--- src/rtl/uart_tx_pkg.sv ---
// -----------------------------------------------------------------------------
// uart_tx_pkg
//   Definitions shared by the UART transmitter and receiver: default frame
//   geometry, the oversampling factor of the common baud-rate generator and
//   the FSM state encoding.
//
//   Contents
//     UART_NBIT_DATA      data bits per frame
//     UART_NUM_TICKS      baud ticks per serial bit (same value on RX and TX)
//     IDLE/START/DATA/STOP  2-bit FSM state constants (00/01/10/11)
//     frame_ticks()       ticks spanned by one complete frame
// -----------------------------------------------------------------------------
package uart_tx_pkg;

  localparam int UART_NBIT_DATA = 8;
  localparam int UART_NUM_TICKS = 16;

  // The state encoding is shared with the receiver, so it stays as plain
  // 2-bit constants rather than an enum.
  typedef logic [1:0] uart_state_t;

  localparam logic [1:0] IDLE  = 2'b00;
  localparam logic [1:0] START = 2'b01;
  localparam logic [1:0] DATA  = 2'b10;
  localparam logic [1:0] STOP  = 2'b11;

  // Start bit + data bits + one stop bit, each NUM_TICKS ticks long.
  function automatic int frame_ticks(input int nbit_data, input int num_ticks);
    return (nbit_data + 2) * num_ticks;
  endfunction

endpackage

--- src/rtl/uart_tx_if.sv ---
// -----------------------------------------------------------------------------
// uart_tx_if
//   Host-side handshake of the UART transmitter.
//
//   Signals
//     tx_start      host -> tx   request to send data_in (honoured only when idle)
//     data_in       host -> tx   word to send, captured on the accepting edge
//     tx_busy       tx -> host   high from accept until the frame completes
//     tx_done_tick  tx -> host   one-clock pulse when the stop bit completes
//
//   Modports
//     master  host / bus side
//     slave   transmitter side
// -----------------------------------------------------------------------------
interface uart_tx_if
  import uart_tx_pkg::*;
#(
  parameter int NBIT_DATA = UART_NBIT_DATA
);

  logic                 tx_start;
  logic [NBIT_DATA-1:0] data_in;
  logic                 tx_busy;
  logic                 tx_done_tick;

  modport master (
    output tx_start,
    output data_in,
    input  tx_busy,
    input  tx_done_tick
  );

  modport slave (
    input  tx_start,
    input  data_in,
    output tx_busy,
    output tx_done_tick
  );

endinterface

--- src/rtl/uart_tx.sv ---
// -----------------------------------------------------------------------------
// uart_tx
//   UART transmitter. Serialises one NBIT_DATA word per request as a start
//   bit (0), NBIT_DATA data bits LSB first, and one stop bit (1). Bit timing
//   comes from the shared baud-rate generator: every serial bit lasts exactly
//   NUM_TICKS tick pulses, counted from the first tick after the bit began.
//
//   Ports
//     clk      in   system clock, all state changes on posedge
//     reset    in   asynchronous, active-high reset
//     tick     in   baud-rate enable, one-clock pulse, NUM_TICKS per bit
//     host     if   uart_tx_if.slave: tx_start, data_in, tx_busy, tx_done_tick
//     tx_bit   out  registered serial line; idle/stop = 1, start = 0
//
//   Parameters
//     NBIT_DATA      data bits per frame
//     LEN_DATA       width of the data-bit counter
//     NUM_TICKS      baud ticks per serial bit
//     LEN_NUM_TICKS  width of the tick counter
// -----------------------------------------------------------------------------
module uart_tx
  import uart_tx_pkg::*;
#(
  parameter int NBIT_DATA     = UART_NBIT_DATA,
  parameter int LEN_DATA      = $clog2(NBIT_DATA),
  parameter int NUM_TICKS     = UART_NUM_TICKS,
  parameter int LEN_NUM_TICKS = $clog2(NUM_TICKS)
) (
  input  logic     clk,
  input  logic     reset,
  input  logic     tick,
  uart_tx_if.slave host,
  output logic     tx_bit
);

  localparam logic [LEN_NUM_TICKS-1:0] TICK_LAST = LEN_NUM_TICKS'(NUM_TICKS - 1);
  localparam logic [LEN_DATA-1:0]      BIT_LAST  = LEN_DATA'(NBIT_DATA - 1);

  uart_state_t              state;
  logic [LEN_NUM_TICKS-1:0] tick_cnt;
  logic [LEN_DATA-1:0]      bit_cnt;
  logic [NBIT_DATA-1:0]     shift_reg;
  logic                     done_r;

  // A bit period ends on the tick that finds the counter at its last value.
  logic bit_end;
  assign bit_end = tick && (tick_cnt == TICK_LAST);

  assign host.tx_busy      = (state != IDLE);
  assign host.tx_done_tick = done_r;

  // Single registered FSM. tx_bit is always written from this block so the
  // serial line never glitches on state decode.
  always_ff @(posedge clk or posedge reset) begin
    if (reset) begin
      state     <= IDLE;
      tick_cnt  <= '0;
      bit_cnt   <= '0;
      shift_reg <= '0;
      tx_bit    <= 1'b1;
      done_r    <= 1'b0;
    end else begin
      // The done strobe is a single-cycle pulse; it is re-asserted only on
      // the edge that closes the stop bit.
      done_r <= 1'b0;

      case (state)
        IDLE: begin
          tx_bit <= 1'b1;
          // Acceptance does not wait for a tick: the line drops one clock
          // after the request.
          if (host.tx_start) begin
            shift_reg <= host.data_in;
            tick_cnt  <= '0;
            tx_bit    <= 1'b0;
            state     <= START;
          end
        end

        START: begin
          if (bit_end) begin
            tick_cnt <= '0;
            bit_cnt  <= '0;
            tx_bit   <= shift_reg[0];
            state    <= DATA;
          end else if (tick) begin
            tick_cnt <= tick_cnt + 1'b1;
          end
        end

        DATA: begin
          if (bit_end) begin
            tick_cnt  <= '0;
            shift_reg <= {1'b0, shift_reg[NBIT_DATA-1:1]};
            if (bit_cnt == BIT_LAST) begin
              tx_bit <= 1'b1;
              state  <= STOP;
            end else begin
              bit_cnt <= bit_cnt + 1'b1;
              // shift_reg[1] is the LSB after this edge's shift.
              tx_bit  <= shift_reg[1];
            end
          end else if (tick) begin
            tick_cnt <= tick_cnt + 1'b1;
          end
        end

        STOP: begin
          tx_bit <= 1'b1;
          if (bit_end) begin
            tick_cnt <= '0;
            done_r   <= 1'b1;
            state    <= IDLE;
          end else if (tick) begin
            tick_cnt <= tick_cnt + 1'b1;
          end
        end

        default: begin
          tx_bit <= 1'b1;
          state  <= IDLE;
        end
      endcase
    end
  end

endmodule

--- src/flat_wrapper.sv ---
// flat-port wrapper written by rule: the top's interface ports become plain ports
module uart_tx_flat import uart_tx_pkg::*;
#(
  parameter int NBIT_DATA     = UART_NBIT_DATA,
  parameter int LEN_DATA      = $clog2(NBIT_DATA),
  parameter int NUM_TICKS     = UART_NUM_TICKS,
  parameter int LEN_NUM_TICKS = $clog2(NUM_TICKS)
)
  (clk, reset, tick, tx_bit, host_tx_start, host_data_in, host_tx_busy, host_tx_done_tick);
  uart_tx_if #(.NBIT_DATA(NBIT_DATA)) host_i ();
  input  logic clk;
  input  logic reset;
  input  logic tick;
  output logic tx_bit;
  input wire logic [$bits(host_i.tx_start)-1:0] host_tx_start;
  input wire logic [$bits(host_i.data_in)-1:0] host_data_in;
  output wire logic [$bits(host_i.tx_busy)-1:0] host_tx_busy;
  output wire logic [$bits(host_i.tx_done_tick)-1:0] host_tx_done_tick;
  assign host_i.tx_start = host_tx_start;
  assign host_i.data_in = host_data_in;
  assign host_tx_busy = host_i.tx_busy;
  assign host_tx_done_tick = host_i.tx_done_tick;
  uart_tx #(.NBIT_DATA(NBIT_DATA), .LEN_DATA(LEN_DATA), .NUM_TICKS(NUM_TICKS), .LEN_NUM_TICKS(LEN_NUM_TICKS)) u_core (.clk(clk), .reset(reset), .tick(tick), .host(host_i), .tx_bit(tx_bit));
endmodule
--- config.mk ---
export PLATFORM = sky130hd
export DESIGN_NAME = uart_tx_flat
export DESIGN_NICKNAME = d
export VERILOG_FILES = /design/src/rtl/uart_tx_pkg.sv /design/src/rtl/uart_tx_if.sv /design/src/rtl/uart_tx.sv /design/src/flat_wrapper.sv
export SDC_FILE = /design/constraint.sdc
export NUM_CORES = 1
export LEC_CHECK = 0
export ABC_AREA = 0
export CAP_MARGIN = 10
export CORE_ASPECT_RATIO = 0.9
export CORE_MARGIN = 2
export CORE_UTILIZATION = 25
export CTS_CLUSTER_DIAMETER = 40
export DETAILED_ROUTE_END_ITERATION = 8
export GPL_ROUTABILITY_DRIVEN = 1
export HOLD_SLACK_MARGIN = 0.06
export PLACE_DENSITY = 0.48
export SLEW_MARGIN = 20
export SYNTH_ARGS = -nofsm -noshare
export SYNTH_HDL_FRONTEND = slang
export SYNTH_SLANG_ARGS = --single-unit
--- constraint.sdc ---
create_clock -name clk -period 1.6 [get_ports clk]
set_input_delay 0.16 -clock clk [delete_from_list [all_inputs] [get_ports clk]]
set_output_delay 0.16 -clock clk [all_outputs]
set_load 0.01 [all_outputs]
==> results.md, run 1 <==
Setup path:
- The largest single stage delay on the critical path is 400 ps.
- Among all stages on the critical path, the largest delay is contributed by dfrtp_1.
- STA puts the critical path data arrival time at 1970 ps.
- Of all nets on the critical path, the largest fanout is 3.
- Traced cell by cell, the critical path runs through buf_6 > ha_4 > or3_4 > a221o_1 > mux2_4.
- The required time of the worst setup path is 1740 ps.
- The critical setup path kind is reg2reg.
- Together, buffers and inverters on the worst path number 1.
- The kind of capture point of the worst setup path is a flip-flop.
- On the critical path the largest part of the delay comes from flip-flops.
- The kind of start point of the critical path is a flip-flop.

Yosys:
- The number of distinct standard cells referenced by the synthesized netlist is 36.
- The post-synthesis net count is 130.
- The combined area of all synthesized cells is 1090 um2.
- The warning count from the yosys run is 0.
- The part of the Yosys area used for sequential elements is 43.5%.
- The cell type with the highest aggregate area in the netlist is dfrtp_1.
- The average instance in the mapped netlist occupies 9.86 um2.
- The number of enable-type register cells in the synthesized netlist is 0.
- After synthesis, the share of flip-flops with an asynchronous set or reset is 100%.
- Ranked by total cell area, the synthesized netlist is headed by dfrtp_1 41%, ha_1 8.0%, a211oi_1 4.1%.
- The most frequently used flop master after synthesis is dfrtp_1.
- The count of state elements after synthesis is 19.
- The synthesized instance count is 111.
- After synthesis, the largest area contributor takes up 41.1% of total cell area.

Timing:
- The share of the cycle needed by the critical path after routing is 114%.
- Setup repair after global routing could not meet its margin everywhere.
- The post-route clock skew is 4.77 ps.
- The max-slew violation count came to 0.
- Based on the critical path, the design can be clocked at up to 547 MHz.
- Setup violations remaining at the end of the flow were counted as 6.
- The final count of hold timing violations came to 0.
- The smallest clock period supported by the final layout is computed as 1830 ps.
- The aggregate negative setup slack is -573 ps.
- The final-layout worst hold slack is 218 ps.
- The pin slew with the least headroom to its limit is 299 ps.
- Headroom to the max-slew limit came out at 80.0%.
- The setup slack of the critical path after layout is -229 ps.

CTS:
- In this run the number of H-tree levels came out at 1.
- The total of hold buffers inserted after clock tree synthesis is 0.
- The clock net sink count is 19.
- The clock network latency to the later pin of the worst-skew pair is 260 ps.
- The total CTS buffers is 3.
- TritonCTS built the clock tree.
- The library cell used as clock root buffer is clkbuf_8.
- After clock tree synthesis, the clock-pin slew on the worst setup and hold paths is 70 ps.
- Counting along the longest clock path gives a buffer depth of 2.

Final layout:
- The layout net count is 171.
- Excluding fillers, the count of instances in the completed layout stands at 199.
- Compared with the post-synthesis result, the final layout area differs by 51.9%.
- The flip-flop count of the largest register, all copies and words added is 8.
- The ratio of cells with drive above 1 in the final layout is 36.4%.
- The number of antenna diodes in the final layout is 0.
- The filler cells instantiated in the layout total 420.

Floorplan:
- The core footprint is 4130 um2.
- The number of placement rows is 22.
- The I/O pin count is 15.
- The y dimension of the die is 66.8 um.
- Once the floorplan was initialized, standard cells occupied 26.5% of the core.
- The die covers 4930 um2.
- In this run the horizontal extent of the chip is 73.8 um.

Global route:
- Global routing consumed, over all layers together, 12.2% of the routing resources.
- The initial antenna violation count is 0.
- The first global-routing pass estimated 4600 um of wire.
- Entering global routing, the biggest net connects 20 pins.
- The residual overflow from global routing is 0.
- The via count of the first global-routing pass is 991.

Placement:
- Routability-driven placement finished with a final weighted congestion of 0.771.
- The placed instance count is 188.
- The count of buffers from port buffering is 14.
- The total half-perimeter wirelength after legalization and detailed placement is 1900 um.

Detailed routing:
- The post-detailed-route wirelength per cell is 14.0 um.
- The via-per-instance ratio is 4.98.
- Across all layers, the routed design uses 992 vias.
- The violation count after the first detailed-route iteration is 24.
- The number of antenna-violating nets in the routed design is 0.
- The DRC violation count after routing is 0.
- The count of TritonRoute iterations in the first routing pass is 4.
- The routed wire length is 2790 um.

Run status:
- The checks that failed: negative setup slack.
- The run finished, with violations left.

Power:
- The leakage power is 0.000711 uW.
- The power density of the placed cells is 1750 nW/um2.
- The worst-case IR drop observed on VDD is 553 uV.
- The post-layout total power is 2920 uW.

Flow run:
- The count of maximum capacitance violations is 0.

Worst hold path:
- The worst min-delay path category is in2async.
==> final timing paths <==
path	startpoint	endpoint	slack, ps	depth (start not counted)
hold / removal	reset	u_core.bit_cnt[0]	220	3
min in group clk	host_data_in[7]	u_core.shift_reg[7]	480	3
setup / recovery	u_core.state[1]	u_core.state[1]	-230	5
max in group asynchronous	reset	u_core.tx_bit	1110	3
hold reg to reg	u_core.tick_cnt[1]	u_core.tick_cnt[1]	530	1
setup reg to reg	u_core.state[1]	u_core.state[1]	-230	5
==> cells in the final DEF, fill, tap and decap left out, types with 3 or more instances in the layout <==
master | synthesis | final
o21ai_0 | 8 | 4
clkdlybuf4s50_1 | 0 | 13
a22o_1 | 3 | 3
dfrtp_1 | 18 | 18
buf_6 | 0 | 7
ha_4 | 0 | 3
o21ai_1 | 1 | 4
nand2_1 | 6 | 6
clkbuf_8 | 0 | 3
nand2b_1 | 4 | 4
a2bb2oi_1 | 3 | 3
a211oi_2 | 0 | 3
inv_1 | 7 | 6
nor2b_1 | 5 | 5
buf_4 | 0 | 20
a211oi_1 | 6 | 3
nor2_1 | 7 | 7
==> Yosys cell counts (2+ instances only) <==
master,instances
nand2b_1,4
ha_1,7
o2bb2ai_1,3
inv_1,7
clkbuf_1,3
dfrtp_1,18
a2bb2oi_1,3
a21oi_1,2
nand2_1,6
o22ai_1,4
o21ai_0,8
a22o_1,3
a211oi_1,6
and3_1,2
nor2b_1,5
and2_1,2
nor2_1,7
mux2_2,2
buf_2,2
==> power breakdown <==
part | switching [uW] | internal, uW
Clock | 163 | 177
Sequential | 127 | 673
Combinational | 742 | 1040
==> worst min-delay path, delay by kind of cell <==
kind / cells / cell delay, ps
buffers and inverters: 3 / 700
==> metal layers <==
metal / global-route usage [%] / vias up / share of wire [%]
li1: - / 489 / -
met1: 15.4 / 488 / 46
met2: 20.6 / 13 / 51
met3: 2.72 / 2 / 2.0
met4: 3.41 / 0 / 0.97
met5: 0 / - / 0
==> area by class of cell <==
type | count | area (um2) | share of cell area, %
Clock buffer | 4 | 45.0 | 2.71
Timing Repair Buffer | 41 | 364 | 21.9
Sequential cell | 19 | 477 | 28.7
Inverter | 7 | 26.3 | 1.58
Tap cell | 48 | 60.1 | 3.61
Multi-Input combinational cell | 80 | 691 | 41.5
==> kinds of logic after synthesis <==
group                      after synthesis  synth area share, %
adders and majority gates                7                 8.00
AOI/OAI and AO/OA                       37                 24.2
and+or+nand+nor                         32                 15.5
DFF                                     19                 43.5
muxes                                    4                 4.34
buffers and inverters                   12                 4.34
==> per-stage QoR <==
step                      setup slack (ps)  instance area [um2]  util [%]
final                                 -229                 1660      40.3
after floorplan                       -101                 1100         -
after CTS                             -240                 1560      37.8
after global placement                -112                 1430      34.7
after global routing                  -253                 1660      40.3
after detailed placement              -169                 1430      34.7
==> timing repair <==
| item | CTS | global route |
|---|---|---|
| hold endpoints to repair | 0 | 0 |
| buffers inserted | 4 | 5 |
| gates resized for setup | 15 | 18 |
| setup endpoints to repair | 13 | 15 |
| pin swaps | 4 | 6 |
(Power assumes the default switching activity.)
==> run 2: changes to the inputs <==
--- a/config.mk
+++ b/config.mk
@@ -10,12 +10,12 @@
 export CORE_ASPECT_RATIO = 0.9
 export CORE_MARGIN = 2
 export CORE_UTILIZATION = 25
-export CTS_CLUSTER_DIAMETER = 40
+export CTS_CLUSTER_DIAMETER = 60
 export DETAILED_ROUTE_END_ITERATION = 8
 export GPL_ROUTABILITY_DRIVEN = 1
 export HOLD_SLACK_MARGIN = 0.06
 export PLACE_DENSITY = 0.48
-export SLEW_MARGIN = 20
+export SLEW_MARGIN = 40
 export SYNTH_ARGS = -nofsm -noshare
 export SYNTH_HDL_FRONTEND = slang
 export SYNTH_SLANG_ARGS = --single-unit
==> results of run 2 <==
No change in the layout: final DEF, timing and power equal those of run 1.
==> run 3: changes to the inputs <==
--- a/config.mk
+++ b/config.mk
@@ -19,3 +19,4 @@
 export SYNTH_ARGS = -nofsm -noshare
 export SYNTH_HDL_FRONTEND = slang
 export SYNTH_SLANG_ARGS = --single-unit
+export TNS_END_PERCENT = 30
==> run 3 against run 2 <==
  * The flow still finishes with violations (negative setup slack)
  * Clock power is essentially flat
  * Maximum frequency shrank 0.19%
  * Power down 4.2%
  * Critical path type unchanged
  * Flip-flop and latch count is the same
==> results.md, run 3 (synthesis gave the netlist of run 1 again) <==
Power:
- In this run the static leakage power is 0.000691 uW.
- VDD sags by at most 553 uV.
- Power spread over the standard cell area amounts to 1720 nW/um2.

Final layout:
- The area of the multi-input gates is 676 um2.
- The register with the most flip-flops in the layout has 8 of them.
- From synthesis to final layout, the design area changed by 48.2%.
- The antenna diode instance count is 0.
- In the layout the commonest cells are 19 x buf_4, 18 x dfrtp_1, 13 x clkdlybuf4s50_1, 7 x nor2_1.
- The area used by sequential logic in the layout is 477 um2.
- Leaving out fill and tap cells, the most frequent cell in the layout is buf_4.
- The filler cells instantiated in the layout total 415.
- At the end of the flow, the number of nets in the layout was 168.
- Cells with a size suffix above 1 make up 32.4% of the layout.
- Excluding fillers, the count of instances in the completed layout stands at 196.
- Cells fill 39.3% of the core in the end.

Timing:
- Setup repair after global routing could not meet its margin everywhere.
- The max-slew violation count was 0.
- The pin slew with the least headroom to its limit is 308 ps.
- After layout, the worst setup slack is -232 ps.
- The final number of setup-violating endpoints is 6.
- The final count of hold timing violations is 0.
- The share of the cycle needed by the critical path after routing is 115%.
- The post-route clock skew is 3.42 ps.
- The maximum frequency from static timing analysis is 546 MHz.
- Headroom to the max-slew limit came out at 79.4%.
- For the finished layout, the period the worst path requires is 1830 ps.

Floorplan:
- The number of placement rows is 22.
- The floorplan step defined a die boundary enclosing 4930 um2.
- The I/O pin count is 15.
- The initial utilization of the core area, before any placement, comes to 26.5%.
- The die is 66.8 um tall.
- The total area inside the core boundary comes to 4130 um2.
- The die is 73.8 um wide.

Global route:
- The via count of the first global-routing pass is 991.
- Entering global routing, the biggest net connects 20 pins.
- The residual overflow from global routing is 0.
- The initial antenna violation count is 0.
- The overall global routing resource usage is 12.2%.
- The first global-routing pass estimated 4600 um of wire.

Detailed routing:
- The detailed-route wire length on metal 1 is 1240 um.
- Summed over all nets, wire length on met3 after detailed routing comes to 59 um.
- Summing over every cut layer, the via total after detailed routing is 970.
- In the routed design, unresolved DRC markers number 0.
- The violation count after the first detailed-route iteration is 36.
- The via-per-instance ratio is 4.95.
- Wire segments on met2 add up to 1360 um in the final route.
- The highest signal layer in the routed design is met4.
- The post-detailed-route wirelength per cell is 13.7 um.
- The first TritonRoute pass finished after 4 iterations.
- Wires add up to 2690 um.
- The number of antenna-violating nets in the routed design is 0.

Run status:
- The flow ran to the end, but the final reports show violations.
- The final reports fail on negative setup slack.

Setup path:
- By startpoint and endpoint, the worst setup path is classified as reg2reg.
- The worst setup path is captured at a flip-flop.
- The kind of start point of the critical path is a flip-flop.
- In this run the worst path has a maximum fanout of 3.
- STA puts the critical path data arrival time at 1970 ps.
- In this design, the stage delay of the slowest critical-path cell is 400 ps.
- Data on the critical path is required at its endpoint by 1740 ps.
- The largest individual stage delay along the critical path comes from the cell dfrtp_1.
- Walking the worst path, the cells encountered are buf_6 > ha_4 > or3_4 > a221o_1 > mux2_4.

Worst hold path:
- The worst min-delay path category is in2async.

CTS:
- In this run the clock root is driven by a clkbuf_8.
- Clock tree synthesis found a total of 19 sinks.
- In this run the number of H-tree levels came out at 1.
- The clock passes through at most 2 buffers.
- The clock reaches the later pin of the worst-skew pair after 250 ps.
- The clock-pin transition on the worst setup and hold timing paths is 70 ps.
- TritonCTS built the clock tree.
- The total CTS buffers is 3.

Placement:
- Detailed placement ended at an HPWL of 1900 um.
- In this run the tool buffered the top-level ports with 14 buffer cells.
- Once placement completed, the tool counted placed cells totaling 188.
- Routability-driven placement finished with a final weighted congestion of 0.771.

Flow run:
- The tool flagged a number of max-cap violations equal to 0.
-- run 3: routing by layer --
layer / track usage, % / up-vias
met5: 0 / -
met4: 3.41 / 0
met1: 15.4 / 473
met3: 2.72 / 2
li1: - / 483
met2: 20.6 / 12
-- run 3: path summary, 6_finish.rpt --
kind	endpoint	slack, ps	cells past startpoint	from
min	u_core.bit_cnt[0]	220	3	reset
max reg2reg	u_core.state[1]	-230	5	u_core.state[1]
max in group asynchronous	u_core.tx_bit	1110	3	reset
min in group clk	u_core.shift_reg[7]	480	3	host_data_in[7]
min reg2reg	u_core.tick_cnt[2]	520	1	u_core.tick_cnt[2]
max	u_core.state[1]	-230	5	u_core.state[1]
-- run 3: final cells by class --
class / count / area share [%]
Inverter: 7 / 1.62
Multi-Input combinational cell: 80 / 41.6
Timing Repair Buffer: 38 / 20.9
Sequential cell: 19 / 29.4
Tap cell: 48 / 3.70
Clock buffer: 4 / 2.78
-- run 3: critical path: cells and delay by family, from the launching register on --
kind,cells,cell delay [ps]
buf+inv,1,140
mux,1,300
fa+ha+maj,1,150
simple gates,1,380
flops,1,400
compound gates,1,340
-- run 3: metrics by stage --
step	TNS [ps]	total power [uW]	instance area (um2)	worst slack, ps	hold WS [ps]
2_1_floorplan	-101	1580	1100	-101	110
3_3_place_gp	-349	2060	1430	-112	502
3_5_place_dp	-781	2090	1430	-169	507
4_1_cts	-412	2650	1560	-240	228
5_1_grt	-1080	3000	1620	-253	279
6_report	-564	2800	1620	-232	220
-- run 3: power by group --
part	leakage (uW)	internal, uW	switching [uW]
sequential	0.000232	673	124
clock	0.0000228	177	160
combinational	0.000436	963	699
total	0.000691	1810	983
-- run 3: timing repair --
action,4_1_cts,5_1_grt
hold buffers,0,0
gates resized for setup,15,11
endpoints found under the setup margin,13,15
setup buffers,4,2
pin swaps,4,4
